<file path="config.mk">
export PLATFORM = sky130hd
export DESIGN_NAME = apb_rr_arb_master
export DESIGN_NICKNAME = d
export VERILOG_FILES = /design/src/rtl/apb_arb_pkg.sv /design/src/rtl/apb_rr_arb_master_rr_arbiter.sv /design/src/rtl/apb_rr_arb_master.sv
export SDC_FILE = /design/constraint.sdc
export NUM_CORES = 1
export LEC_CHECK = 0
export BUFFER_PORTS_ARGS = -buffer_cell sky130_fd_sc_hd__buf_2
export CORE_MARGIN = 1.5
export CORE_UTILIZATION = 40
export DETAILED_ROUTE_END_ITERATION = 8
export PLACE_DENSITY = 0.84
export REMOVE_ABC_BUFFERS = 1
export SLEW_MARGIN = 5
export SYNTH_ARGS = -nofsm -noshare
export SYNTH_HDL_FRONTEND = slang
export SYNTH_SLANG_ARGS = --single-unit
</file>
<file path="constraint.sdc">
create_clock -name clk -period 9.4 [get_ports clk]
set_clock_uncertainty 0.15 [all_clocks]
set_input_delay 1.88 -clock clk [delete_from_list [all_inputs] [get_ports clk]]
set_output_delay 1.88 -clock clk [all_outputs]
set_load 0.005 [all_outputs]
</file>
<file path="src/rtl/apb_arb_pkg.sv">
// Shared types and default widths for the round-robin APB master.
package apb_arb_pkg;

  // APB master phases
  typedef enum logic [1:0] {
    IDLE   = 2'd0,
    SETUP  = 2'd1,
    ACCESS = 2'd2
  } state_t;

  localparam int DEF_ADDR_W = 10;
  localparam int DEF_DATA_W = 32;

  // Completion record handed back to a requester
  typedef struct packed {
    logic                  err;
    logic [DEF_DATA_W-1:0] rdata;
  } rsp_t;

endpackage

</file>
<file path="src/rtl/apb_rr_arb_master_rr_arbiter.sv">
// Round-robin arbiter: one-hot grant searched from a rotating pointer.
// The pointer moves to winner+1 only when the grant is actually used.
module rr_arbiter #(
  parameter  int NUM_REQ = 4,
  localparam int IDX_W   = $clog2(NUM_REQ)
) (
  input  logic               clk,
  input  logic               reset,
  input  logic [NUM_REQ-1:0] req,
  input  logic               en,
  output logic [NUM_REQ-1:0] grant,
  output logic [IDX_W-1:0]   idx
);

  localparam int SUM_W = IDX_W + 1;

  logic [IDX_W-1:0] ptr;
  logic [SUM_W-1:0] sum;
  logic [IDX_W-1:0] cand;
  logic             found;

  // Walk the requesters starting at the pointer; the first valid one wins.
  always_comb begin
    grant = '0;
    idx   = '0;
    found = 1'b0;
    sum   = '0;
    cand  = '0;
    for (int i = 0; i < NUM_REQ; i++) begin
      sum = {1'b0, ptr} + SUM_W'(i);
      if (sum >= SUM_W'(NUM_REQ)) begin
        sum = sum - SUM_W'(NUM_REQ);
      end
      cand = sum[IDX_W-1:0];
      if (!found && req[cand]) begin
        found       = 1'b1;
        grant[cand] = 1'b1;
        idx         = cand;
      end
    end
  end

  // Rotate priority past the winner whenever a grant is taken.
  always_ff @(posedge clk or posedge reset) begin
    if (reset) begin
      ptr <= '0;
    end else if (en) begin
      ptr <= (idx == IDX_W'(NUM_REQ - 1)) ? '0 : idx + IDX_W'(1);
    end
  end

endmodule

</file>
<file path="src/rtl/apb_rr_arb_master.sv">
// Round-robin APB master sharing one APB slave between NUM_REQ requesters.
// Optional ACCESS-phase timeout abort is enabled with `define APB_ARB_TIMEOUT_EN.
module apb_rr_arb_master
  import apb_arb_pkg::*;
#(
  parameter int NUM_REQ        = 4,
  parameter int ADDR_W         = DEF_ADDR_W,
  parameter int DATA_W         = DEF_DATA_W,
  parameter int TIMEOUT_CYCLES = 64
) (
  input  logic                      clk,
  input  logic                      reset,
  input  logic [NUM_REQ-1:0]        req_valid_i,
  input  logic [NUM_REQ-1:0]        req_write_i,
  input  logic [NUM_REQ*ADDR_W-1:0] req_addr_i,
  input  logic [NUM_REQ*DATA_W-1:0] req_wdata_i,
  output logic [NUM_REQ-1:0]        req_ready_o,
  output logic [NUM_REQ-1:0]        rsp_valid_o,
  output logic [DATA_W-1:0]         rsp_rdata_o,
  output logic                      rsp_err_o,
  output logic                      psel_o,
  output logic                      penable_o,
  output logic [ADDR_W-1:0]         paddr_o,
  output logic                      pwrite_o,
  output logic [DATA_W-1:0]         pwdata_o,
  input  logic [DATA_W-1:0]         prdata_i,
  input  logic                      pready_i
);

  localparam int IDX_W = $clog2(NUM_REQ);

  state_t             state, next_state;
  logic               any_valid;
  logic               grant_en;
  logic               complete;
  logic               abort;
  logic               tmo_hit;
  logic [NUM_REQ-1:0] grant;
  logic [IDX_W-1:0]   grant_idx;
  logic [NUM_REQ-1:0] owner;
  logic [NUM_REQ-1:0] rsp_valid;
  logic [DATA_W-1:0]  rsp_rdata;
  logic [ADDR_W-1:0]  paddr;
  logic               pwrite;
  logic [DATA_W-1:0]  pwdata;

  assign any_valid = |req_valid_i;

  rr_arbiter #(.NUM_REQ(NUM_REQ)) u_arb (
    .clk   (clk),
    .reset (reset),
    .req   (req_valid_i),
    .en    (grant_en),
    .grant (grant),
    .idx   (grant_idx)
  );

`ifdef APB_ARB_TIMEOUT_EN
  localparam int CNT_W = $clog2(TIMEOUT_CYCLES + 1);

  logic [CNT_W-1:0] access_cnt;
  logic             rsp_err;

  // Count ACCESS cycles of the current transfer, restarting in SETUP.
  always_ff @(posedge clk or posedge reset) begin
    if (reset) begin
      access_cnt <= '0;
    end else if (state == SETUP) begin
      access_cnt <= '0;
    end else if (state == ACCESS) begin
      access_cnt <= access_cnt + CNT_W'(1);
    end
  end

  assign tmo_hit = (access_cnt == CNT_W'(TIMEOUT_CYCLES - 1));

  // Error flag accompanies the response pulse; only an abort sets it.
  always_ff @(posedge clk or posedge reset) begin
    if (reset) begin
      rsp_err <= 1'b0;
    end else begin
      rsp_err <= abort;
    end
  end

  assign rsp_err_o = rsp_err;
`else
  assign tmo_hit   = 1'b0;
  assign rsp_err_o = 1'b0;
`endif

  // Phase sequencing; grants happen in IDLE or on an ACCESS completion.
  always_comb begin
    next_state = state;
    grant_en   = 1'b0;
    complete   = 1'b0;
    abort      = 1'b0;
    case (state)
      IDLE: begin
        if (any_valid) begin
          grant_en   = 1'b1;
          next_state = SETUP;
        end
      end
      SETUP: begin
        next_state = ACCESS;
      end
      ACCESS: begin
        if (pready_i) begin
          complete = 1'b1;
          if (any_valid) begin
            grant_en   = 1'b1;
            next_state = SETUP;
          end else begin
            next_state = IDLE;
          end
        end else if (tmo_hit) begin
          abort      = 1'b1;
          next_state = IDLE;
        end
      end
      default: begin
        next_state = IDLE;
      end
    endcase
  end

  // Phase register.
  always_ff @(posedge clk or posedge reset) begin
    if (reset) begin
      state <= IDLE;
    end else begin
      state <= next_state;
    end
  end

  // Capture the winner's command; it stays on the bus until the next grant.
  always_ff @(posedge clk or posedge reset) begin
    if (reset) begin
      owner  <= '0;
      paddr  <= '0;
      pwrite <= 1'b0;
      pwdata <= '0;
    end else if (grant_en) begin
      owner  <= grant;
      paddr  <= req_addr_i[grant_idx*ADDR_W +: ADDR_W];
      pwrite <= req_write_i[grant_idx];
      pwdata <= req_write_i[grant_idx] ? req_wdata_i[grant_idx*DATA_W +: DATA_W] : '0;
    end
  end

  // Register the slave's answer and pulse the owner's response for one cycle.
  always_ff @(posedge clk or posedge reset) begin
    if (reset) begin
      rsp_valid <= '0;
      rsp_rdata <= '0;
    end else begin
      rsp_valid <= '0;
      if (complete) begin
        rsp_valid <= owner;
        rsp_rdata <= pwrite ? '0 : prdata_i;
      end else if (abort) begin
        rsp_valid <= owner;
        rsp_rdata <= '0;
      end
    end
  end

  assign req_ready_o = grant_en ? grant : '0;
  assign rsp_valid_o = rsp_valid;
  assign rsp_rdata_o = rsp_rdata;
  assign psel_o      = (state != IDLE);
  assign penable_o   = (state == ACCESS);
  assign paddr_o     = paddr;
  assign pwrite_o    = pwrite;
  assign pwdata_o    = pwdata;

endmodule
</file>
==> impl_metrics.tcl, run 1 <==
set metrics [dict create \
    postCtsSetupRepairBufs 0 \
    seq_area_frac_synth 0.380 \
    setup_viol 0 \
    firstDrtPassIters 4 \
    grt_max_degree 88 \
    synth_edf_count 0 \
    dieArea_um2 15000 \
    htreeDepth 3 \
    clkTransAtPathRegs_ps 60 \
    end_kind "primary output" \
    cts_sinks 87 \
    cts-resized-gates 0 \
    synthTopCellsByCount "nand2_1, dfrtp_1, o21ai_0" \
    fp.dieW_um 123 \
    power.total_mw 2.50 \
    wl_met2_um 8600 \
    n_antenna_cell 0 \
    nets 1089 \
    yosysMostFrequentCell "nand2_1" \
    num_rows 43 \
    remaining_drc_errors 0 \
    power.leakage_nw 3.97 \
    synth_area_leaders "dfrtp_1, nand2_1, o221ai_2" \
    top_layer_used "met4" \
    crit_path_max_fanout 68 \
    core-area_um2 13900 \
    finalHoldViolations 0 \
    cp-start-kind "input pin" \
    initial_core_util 0.411 \
    fin_crit_sh 0.589 \
    cts_made_buffers 9 \
    pre_cts_slack_ps 3870 \
    clk_path_buf_depth 2 \
    hold_buffers 0 \
    fin_tns_setup_ps 0 \
    async_reset_ff_frac 1.00 \
    fillCellCount 1303 \
    synth_flop_cell "dfrtp_1" \
    grt_pass1_vias 5370 \
    die_h_um 123 \
    ios 297 \
    synth-seq-cells 87 \
    gp_congestion 0.834 \
    synth_warnings 0 \
    cts_root_buf "clkbuf_16" \
    met1_length_um 6900 \
    slew_viol_final 0 \
    dp_hpwl_um 12300 \
    power_density_nw_per_um2 333 \
    rsz0062_at_grt "false" \
    drt_wl_total_um 17100 \
    synth_cells 617 \
    peakVddDrop_uv 233 \
    synth_top_cell_area_share 0.380 \
    clock_latency_ps 330 \
    final_area_um2 7500 \
    synthesis.area_um2 5730 \
    grtUsageTotal 0.227 \
    wl_per_cell_um 16.1 \
    routed_via_density 5.27 \
    antenna_left 0 \
    cts_tree "yes" \
    met3_length_um 1140 \
    drive_gt1_frac 0.444 \
    antenna_found_initial 0 \
    critPathKind "input pin to primary output" \
    syn_avg_cell_area_um2 9.28 \
    io_buffers 295 \
    fin_ws_ps 3860 \
    slew_headroom 0.137 \
    drt_first_iter_violations 252 \
    synth_top_area_cell "dfrtp_1" \
    vias 5567 \
    worst_ep_arrival_time_ps 3510 \
    min_path_type "register to register" \
    ys_types 41 \
    cap_violations 0 \
    grt_pass1_wl_um 26400 \
    fin_crit_ps 5540 \
    dpl_cell_area_um2 7230 \
    area_delta_synth_final_pct 31.0 \
    grt_overflow 0 \
    max_clock_freq_mhz 181 \
    cp.required_ps 7370 \
    outcome "finished, final reports clean" \
    worst_hold_slack_ps 321 \
    worst_pin_slew_ps 1290 \
]
power breakdown:
part           switching (mW)  leakage [nW]  internal [mW]  total (mW)
Clock                   0.146         0.125          0.185       0.330
Combinational           0.842          2.72          0.698        1.54
Sequential             0.0951          1.12          0.532       0.627
Total                    1.08          3.97           1.42        2.50
cell usage in the layout (no fill, tap or decap), types with 3 or more instances in the layout:
master / count
nor2b_1: 5
mux2_2: 6
a22o_1: 4
o21ai_0: 59
o31ai_1: 11
buf_4: 5
nand2b_1: 34
and3_1: 26
nor3b_1: 3
buf_2: 295
nand2_1: 152
o221ai_2: 30
dfrtp_1: 87
ha_1: 6
inv_1: 5
mux2i_1: 36
a21o_1: 6
mux2_4: 27
nand3_1: 22
a21oi_1: 7
clkbuf_16: 9
a22oi_1: 5
stage by stage:
| stage | util | instances |
|---|---|---|
| 4_1_cts | 0.538 | 1056 |
| 2_1_floorplan | - | 561 |
| 3_5_place_dp | 0.519 | 1041 |
| 3_3_place_gp | 0.519 | 1041 |
| 6_report | 0.538 | 1056 |
| 5_1_grt | 0.538 | 1056 |
state kept, by name, indices dropped and copies added, names as in the netlist:
name and cells:
u_arb.ptr 2, pwrite_o 1, rsp_rdata_o 32, state 2, paddr_o 10, rsp_valid_o 4
pwdata_o 32, owner 4
layer usage:
layer,track usage,vias to the layer above
li1,-,2682
met4,0.102,0
met1,0.267,2620
met3,0.0488,32
met5,0,-
met2,0.397,233
worst max-delay path, stage by stage:
cell     delay, ps
buf_2          160
or2_2          370
o31ai_4        170
buf_4          590
a21oi_1        150
buf_2          180
cells by family after synthesis:
family,count (synthesis),share of synthesized area
AOI/OAI and AO/OA,134,0.189
xor gates and xnor gates,1,0.00153
adders and majority gates,6,0.0131
buffers and inverters,63,0.0529
DFF,87,0.380
muxes,73,0.157
other,1,0.000655
and+or+nand+nor,252,0.206
layout make-up:
cell class	instances	area (µm²)	share of cell area
Tap cell	180	225	0.0300
Clock inverter	3	20.0	0.00267
Timing Repair Buffer	300	1510	0.202
Multi-Input combinational cell	467	3290	0.439
Clock buffer	12	246	0.0329
Inverter	7	27.5	0.00367
Sequential cell	87	2180	0.290
worst paths after layout:
| kind | from | end | slack, ps | depth (start not counted) |
|---|---|---|---|---|
| setup / recovery | req_valid_i[1] | req_ready_o[3] | 3860 | 6 |
| hold / removal | rsp_rdata_o[5] | rsp_rdata_o[5] | 320 | 2 |
| setup reg to reg | u_arb.ptr[0] | pwdata_o[5] | 5030 | 8 |
| hold reg to reg | rsp_rdata_o[5] | rsp_rdata_o[5] | 320 | 2 |
| max in group asynchronous | reset | pwdata_o[24] | 6650 | 3 |
| min in group asynchronous | reset | rsp_rdata_o[7] | 1760 | 3 |
Note: power is estimated with default switching activity, not from simulation.
==> inputs of run 2 (changes only) <==
--- a/config.mk
+++ b/config.mk
@@ -5,11 +5,12 @@
 export SDC_FILE = /design/constraint.sdc
 export NUM_CORES = 1
 export LEC_CHECK = 0
+export ABC_AREA = 1
 export BUFFER_PORTS_ARGS = -buffer_cell sky130_fd_sc_hd__buf_2
 export CORE_MARGIN = 1.5
 export CORE_UTILIZATION = 40
 export DETAILED_ROUTE_END_ITERATION = 8
-export PLACE_DENSITY = 0.84
+export PLACE_DENSITY = 0.87
 export REMOVE_ABC_BUFFERS = 1
 export SLEW_MARGIN = 5
 export SYNTH_ARGS = -nofsm -noshare
==> constraint.sdc (replaced) <==
create_clock -name clk -period 4.8 [get_ports clk]
set_clock_uncertainty 0.15 [all_clocks]
set_input_delay 0.96 -clock clk [delete_from_list [all_inputs] [get_ports clk]]
set_output_delay 0.96 -clock clk [all_outputs]
set_load 0.005 [all_outputs]
==> run 2 against run 1 <==
Compared with the run above:
- wire length increased by 2.0%
- first-iteration DRC count grew 29%
- via count grew 14%
- clock power increased by 110%
- combinational power rose to 2.6 times the previous value
- flip-flop and latch count did not move
- design area increased by 0.70%
- final cell count increased by 23%
- synthesized cell count up 39%
- die area increased by 0.77%
- largest cell class unchanged
- critical endpoint is now pwdata_o[4]
- register-to-register slack got worse by 4000 ps
- sequential power rose by 95%
==> impl_metrics.tcl, run 2 <==
set metrics [dict create \
    max_clock_freq_mhz 267 \
    pre_cts_slack_ps 924 \
    synth_flop_cell "dfrtp_1" \
    final_common_cell "nand2_1" \
    worst_hold_slack_ps 325 \
    synthTopCellsByCount "nand2_1, inv_1, nand3_1" \
    clock_power_share 0.118 \
    setup_viol 0 \
    grt_max_degree 88 \
    final_area_um2 7550 \
    ios 297 \
    met1_length_um 7310 \
    pwr-share-seq 0.208 \
    p_sw_mw 3.09 \
    synth_top_cell_area_share 0.377 \
    synth_area_leaders "dfrtp_1, nand2_1, nand3b_1" \
    dp_hpwl_um 12900 \
    rsz0062_at_grt "false" \
    postCtsSetupRepairBufs 0 \
    fp.dieW_um 123 \
    worst_pin_slew_ps 1060 \
    peakVddDrop_uv 409 \
    drt_first_iter_violations 324 \
    wl_met2_um 8370 \
    remaining_drc_errors 0 \
    slew_headroom 0.296 \
    fin_tns_setup_ps 0 \
    clock_latency_ps 330 \
    crit_path_start "u_arb.ptr[0]" \
    swShare 0.526 \
    fin_ws_ps 1050 \
    cp-start-kind "register" \
    cp.required_ps 4920 \
    pwr-share-comb 0.673 \
    top_layer_used "met4" \
    nets 1332 \
    power_density_nw_per_um2 778 \
    async_reset_ff_frac 1.00 \
    drive_gt1_frac 0.303 \
    slew_viol_final 0 \
    core-area_um2 14000 \
    grtUsageTotal 0.220 \
    htreeDepth 3 \
    grt_pass1_wl_um 26200 \
    n_antenna_cell 0 \
    cts-resized-gates 0 \
    antenna_found_initial 0 \
    grt_pass1_vias 5571 \
    io_buffers 295 \
    met3_length_um 1220 \
    synth_warnings 0 \
    crit_path_max_fanout 46 \
    num_rows 43 \
    drt_wl_total_um 17400 \
    synth_edf_count 0 \
    initial_core_util 0.413 \
    dieArea_um2 15200 \
    end_kind "register" \
    hp-start "paddr_o[1]" \
    synth_cells 859 \
    routed_via_density 4.88 \
    cts_sinks 87 \
    syn_avg_cell_area_um2 6.72 \
    seq_area_frac_synth 0.377 \
    clk_path_buf_depth 2 \
    vias 6345 \
    outcome "finished, final reports clean" \
    hold_buffers 0 \
    cap_violations 0 \
    synthesis.area_um2 5770 \
    die_h_um 123 \
    synth-seq-cells 87 \
    wl_per_cell_um 13.4 \
    fin_crit_ps 3750 \
    power.leakage_nw 4.58 \
    finalHoldViolations 0 \
    reg2reg_from "u_arb.ptr[0]" \
    cts_made_buffers 9 \
    antenna_left 0 \
    dpl_cell_area_um2 7250 \
    area_delta_synth_final_pct 30.9 \
    synth_top_area_cell "dfrtp_1" \
    critPathKind "register to register" \
    ys_types 29 \
    cts_root_buf "clkbuf_16" \
    layout_common_cells "nand2_1, buf_2, nand3_1" \
    firstDrtPassIters 5 \
    p_int_mw 2.79 \
    gp_congestion 0.915 \
    fin_crit_sh 0.781 \
    cts_tree "yes" \
    min_path_type "register to register" \
    yosysMostFrequentCell "nand2_1" \
    grt_overflow 0 \
    worst_ep_arrival_time_ps 3870 \
    clkTransAtPathRegs_ps 60 \
]
run 2: cell types whose count changed in the layout (fill, tap and decap cells not counted), moves of 8 or more:
cell / previous run / this run
nand2_1: 152 / 346
inv_1: 5 / 99
nand3_1: 22 / 100
nand3b_1: 0 / 74
mux2i_1: 36 / 0
nand2b_1: 34 / 0
o221ai_2: 30 / 0
mux2_4: 27 / 0
and3_1: 26 / 0
o21ai_0: 59 / 44
o31ai_1: 11 / 0
nor2_1: 0 / 8
run 2: worst paths after layout:
kind                       cells past startpoint  slack (ps)        endpoint
setup reg to reg                              16        1050     pwdata_o[4]
setup / recovery                              16        1050     pwdata_o[4]
hold reg to reg                                2         320      paddr_o[1]
max in group asynchronous                      2        3080  rsp_rdata_o[0]
min in group asynchronous                      2         740    pwdata_o[12]
hold / removal                                 2         320      paddr_o[1]
run 2: stage by stage:
| step | power [mW] | std cells | utilization |
|---|---|---|---|
| after floorplan | 3.95 | 804 | - |
| after detailed placement | 5.21 | 1284 | 0.518 |
| after global placement | 5.11 | 1284 | 0.518 |
| after CTS | 5.92 | 1300 | 0.540 |
| after global routing | 6.50 | 1300 | 0.540 |
| final | 5.87 | 1300 | 0.540 |
run 2: layout make-up:
type	count	area, µm²
Clock buffer	10	229
Timing Repair Buffer	300	1510
Fill cell	1358	6440
Clock inverter	6	70.1
Sequential cell	87	2180
Inverter	105	397
Multi-Input combinational cell	612	2940
Tap cell	180	225
run 2: critical path, cell delays in order, from the launching register on:
cell,delay (ps)
dfrtp_1,550
inv_2,180
ha_1,380
inv_1,90
nand3_1,90
nand2_2,140
nor2_1,80
nand2_1,60
nand2_1,90
nand2_4,380
buf_4,480
nand3_1,120
nand2_1,100
nand2_1,80
nand2_2,480
nand2_1,130
nand2_1,90
run 2: cells by family (layout without fill, tap and decap cells):
group	Yosys count	after routing	synth area share
AO/OA/AOI/OAI	57	57	0.0527
adder cells (fa/ha/maj)	6	6	0.0130
buffers and inverters	160	421	0.118
flip-flops	87	87	0.377
other	1	1	0.000650
AND/OR/NAND/NOR	548	548	0.439
run 2: power by group through the flow:
| stage | registers [mW] | logic [mW] | clock network, mW |
|---|---|---|---|
| after CTS | 1.22 | 3.99 | 0.715 |
| after global routing | 1.26 | 4.50 | 0.742 |
| final | 1.22 | 3.96 | 0.694 |
| after global placement | 1.22 | 3.88 | 0 |
| after detailed placement | 1.23 | 3.98 | 0 |
| after floorplan | 1.25 | 2.71 | 0 |
run 2: routing by layer:
metal / vias up / global-route usage
li1: 3195 / -
met1: 2832 / 0.273
met2: 284 / 0.383
met3: 34 / 0.0291
met4: 0 / 0.0912
met5: - / 0
==> inputs of run 3 (changes only) <==
==> constraint.sdc (replaced) <==
create_clock -name clk -period 3.2 [get_ports clk]
set_clock_uncertainty 0.15 [all_clocks]
set_input_delay 0.64 -clock clk [delete_from_list [all_inputs] [get_ports clk]]
set_output_delay 0.64 -clock clk [all_outputs]
set_load 0.005 [all_outputs]
==> run 3 against run 2 <==
Compared with the run above:
- die area stayed put
- critical path depth is 3 lower
- sequential share of layout area is 0.66 points lower
- first-iteration DRC count is 5.6% lower
- global-route usage is 0.74 points higher
- flip-flop and latch count stayed put
- via count is 0.87% higher
- power is 58% higher
- combinational power is 59% higher
- wire length is 1.3% higher
==> impl_metrics.tcl, run 3 (synthesized netlist as in run 2, its figures left out) <==
set metrics [dict create \
    routed_via_density 4.89 \
    layout_common_cells "nand2_1, buf_2, nand3_1" \
    dieArea_um2 15200 \
    vias 6400 \
    ff_latch_area_um2 2180 \
    cts_sinks 87 \
    clk_path_buf_depth 2 \
    area_delta_synth_final_pct 34.0 \
    ios 297 \
    critPathKind "register to primary output" \
    fin_crit_sh 0.939 \
    crit_top_cell "inv_1" \
    crit_path_max_fanout 6 \
    power.total_mw 9.28 \
    final_common_cell "nand2_1" \
    io_buffers 295 \
    end_kind "primary output" \
    grt_overflow 0 \
    power.leakage_nw 4.66 \
    cts_made_buffers 9 \
    slew_headroom 0.349 \
    worst_ep_arrival_time_ps 2210 \
    firstDrtPassIters 7 \
    fin_tns_setup_ps 0 \
    hold_buffers 0 \
    die_h_um 123 \
    clkTransAtPathRegs_ps 70 \
    core-area_um2 14000 \
    slew_viol_final 0 \
    cp.required_ps 2410 \
    place_inst 1291 \
    drt_first_iter_violations 306 \
    power_density_nw_per_um2 1200 \
    initial_core_util 0.413 \
    fin_crit_ps 3000 \
    wl_per_cell_um 13.4 \
    cpPeakStageDelay_ps 420 \
    cts_root_buf "clkbuf_16" \
    remaining_drc_errors 0 \
    htreeDepth 3 \
    outcome "finished, final reports clean" \
    num_rows 43 \
    dp_hpwl_um 12800 \
    nets 1341 \
    max_clock_freq_mhz 333 \
    slowest_stage "dfrtp_2" \
    cp-start-kind "register" \
    clock_latency_ps 340 \
    reg2reg_from "u_arb.ptr[1]" \
    worstPathCellList "inv_2 > ha_4 > inv_1 > nand3_1 > nand2_4 > nor2_2 > inv_1 > o21ai_0 > a21oi_1 > o21ai_0 > nand2_1 > inv_1 > buf_2" \
    antenna_found_initial 1 \
    drive_gt1_frac 0.314 \
    antenna_left 0 \
    fillCellCount 1361 \
    setup_viol 0 \
    worst_hold_slack_ps 165 \
    grt_max_degree 88 \
    multiInputGateArea_um2 2970 \
    drt_wl_total_um 17600 \
    grtUsageTotal 0.227 \
    grt_pass1_wl_um 27000 \
    crit_path_start "u_arb.ptr[1]" \
    cts_tree "yes" \
    min_path_type "input pin to async pin" \
    grt_pass1_vias 5782 \
    fp.dieW_um 123 \
    rsz0062_at_grt "false" \
    gp_congestion 0.873 \
    worst_pin_slew_ps 975 \
    peakVddDrop_uv 1010 \
    final_cells 1310 \
    cap_violations 0 \
    finalHoldViolations 0 \
]
## run 3: cell type report
class                           instances  share of cell area
Multi-Input combinational cell        612               0.384
Sequential cell                        87               0.282
Timing Repair Buffer                  309               0.211
Inverter                              105              0.0516
Clock buffer                            9              0.0291
Tap cell                              180              0.0291
Clock inverter                          7              0.0131
Antenna cell                            1            0.000324
## run 3: final timing paths
check	to	slack, ps	cells past startpoint
worst max register to register	pwdata_o[31]	410	17
worst min register to register	pwdata_o[8]	330	2
worst min-delay path	rsp_rdata_o[7]	170	2
worst max-delay path	req_ready_o[1]	200	13
max in group asynchronous	u_arb.ptr[1]	2080	3
min in group clk	pwdata_o[8]	330	2
## run 3: repair_timing
item	CTS	global route
gates resized for setup	2	6
setup buffers	0	2
setup endpoints to repair	4	5
## run 3: through the flow
step / util / instance area [µm²] / worst slack, ps
CTS: 0.550 / 7690 / 33.9
global route: 0.553 / 7730 / 1.59
global placement: 0.526 / 7350 / 328
floorplan: - / 5490 / -1540
finish: 0.553 / 7730 / 196
detailed placement: 0.526 / 7350 / 205
## run 3: per-layer routing
layer	share of wire	up-vias	track usage
li1	-	3216	-
met1	0.42	2853	0.278
met2	0.48	300	0.391
met3	0.079	31	0.0415
met4	0.025	0	0.0970
met5	0	-	0
## run 3: power by group
part / switching (mW) / total (mW) / internal, mW
registers: 0.237 / 1.82 / 1.59
clock network: 0.459 / 1.15 / 0.692
logic: 4.09 / 6.31 / 2.22
## run 3: worst max-delay path: cells and delay by family, from the launching register on
kind            cells  cell delay [ps]
simple gates        4              460
buf+inv             5              410
compound gates      3              300
fa+ha+maj           1              290
flops               1              420
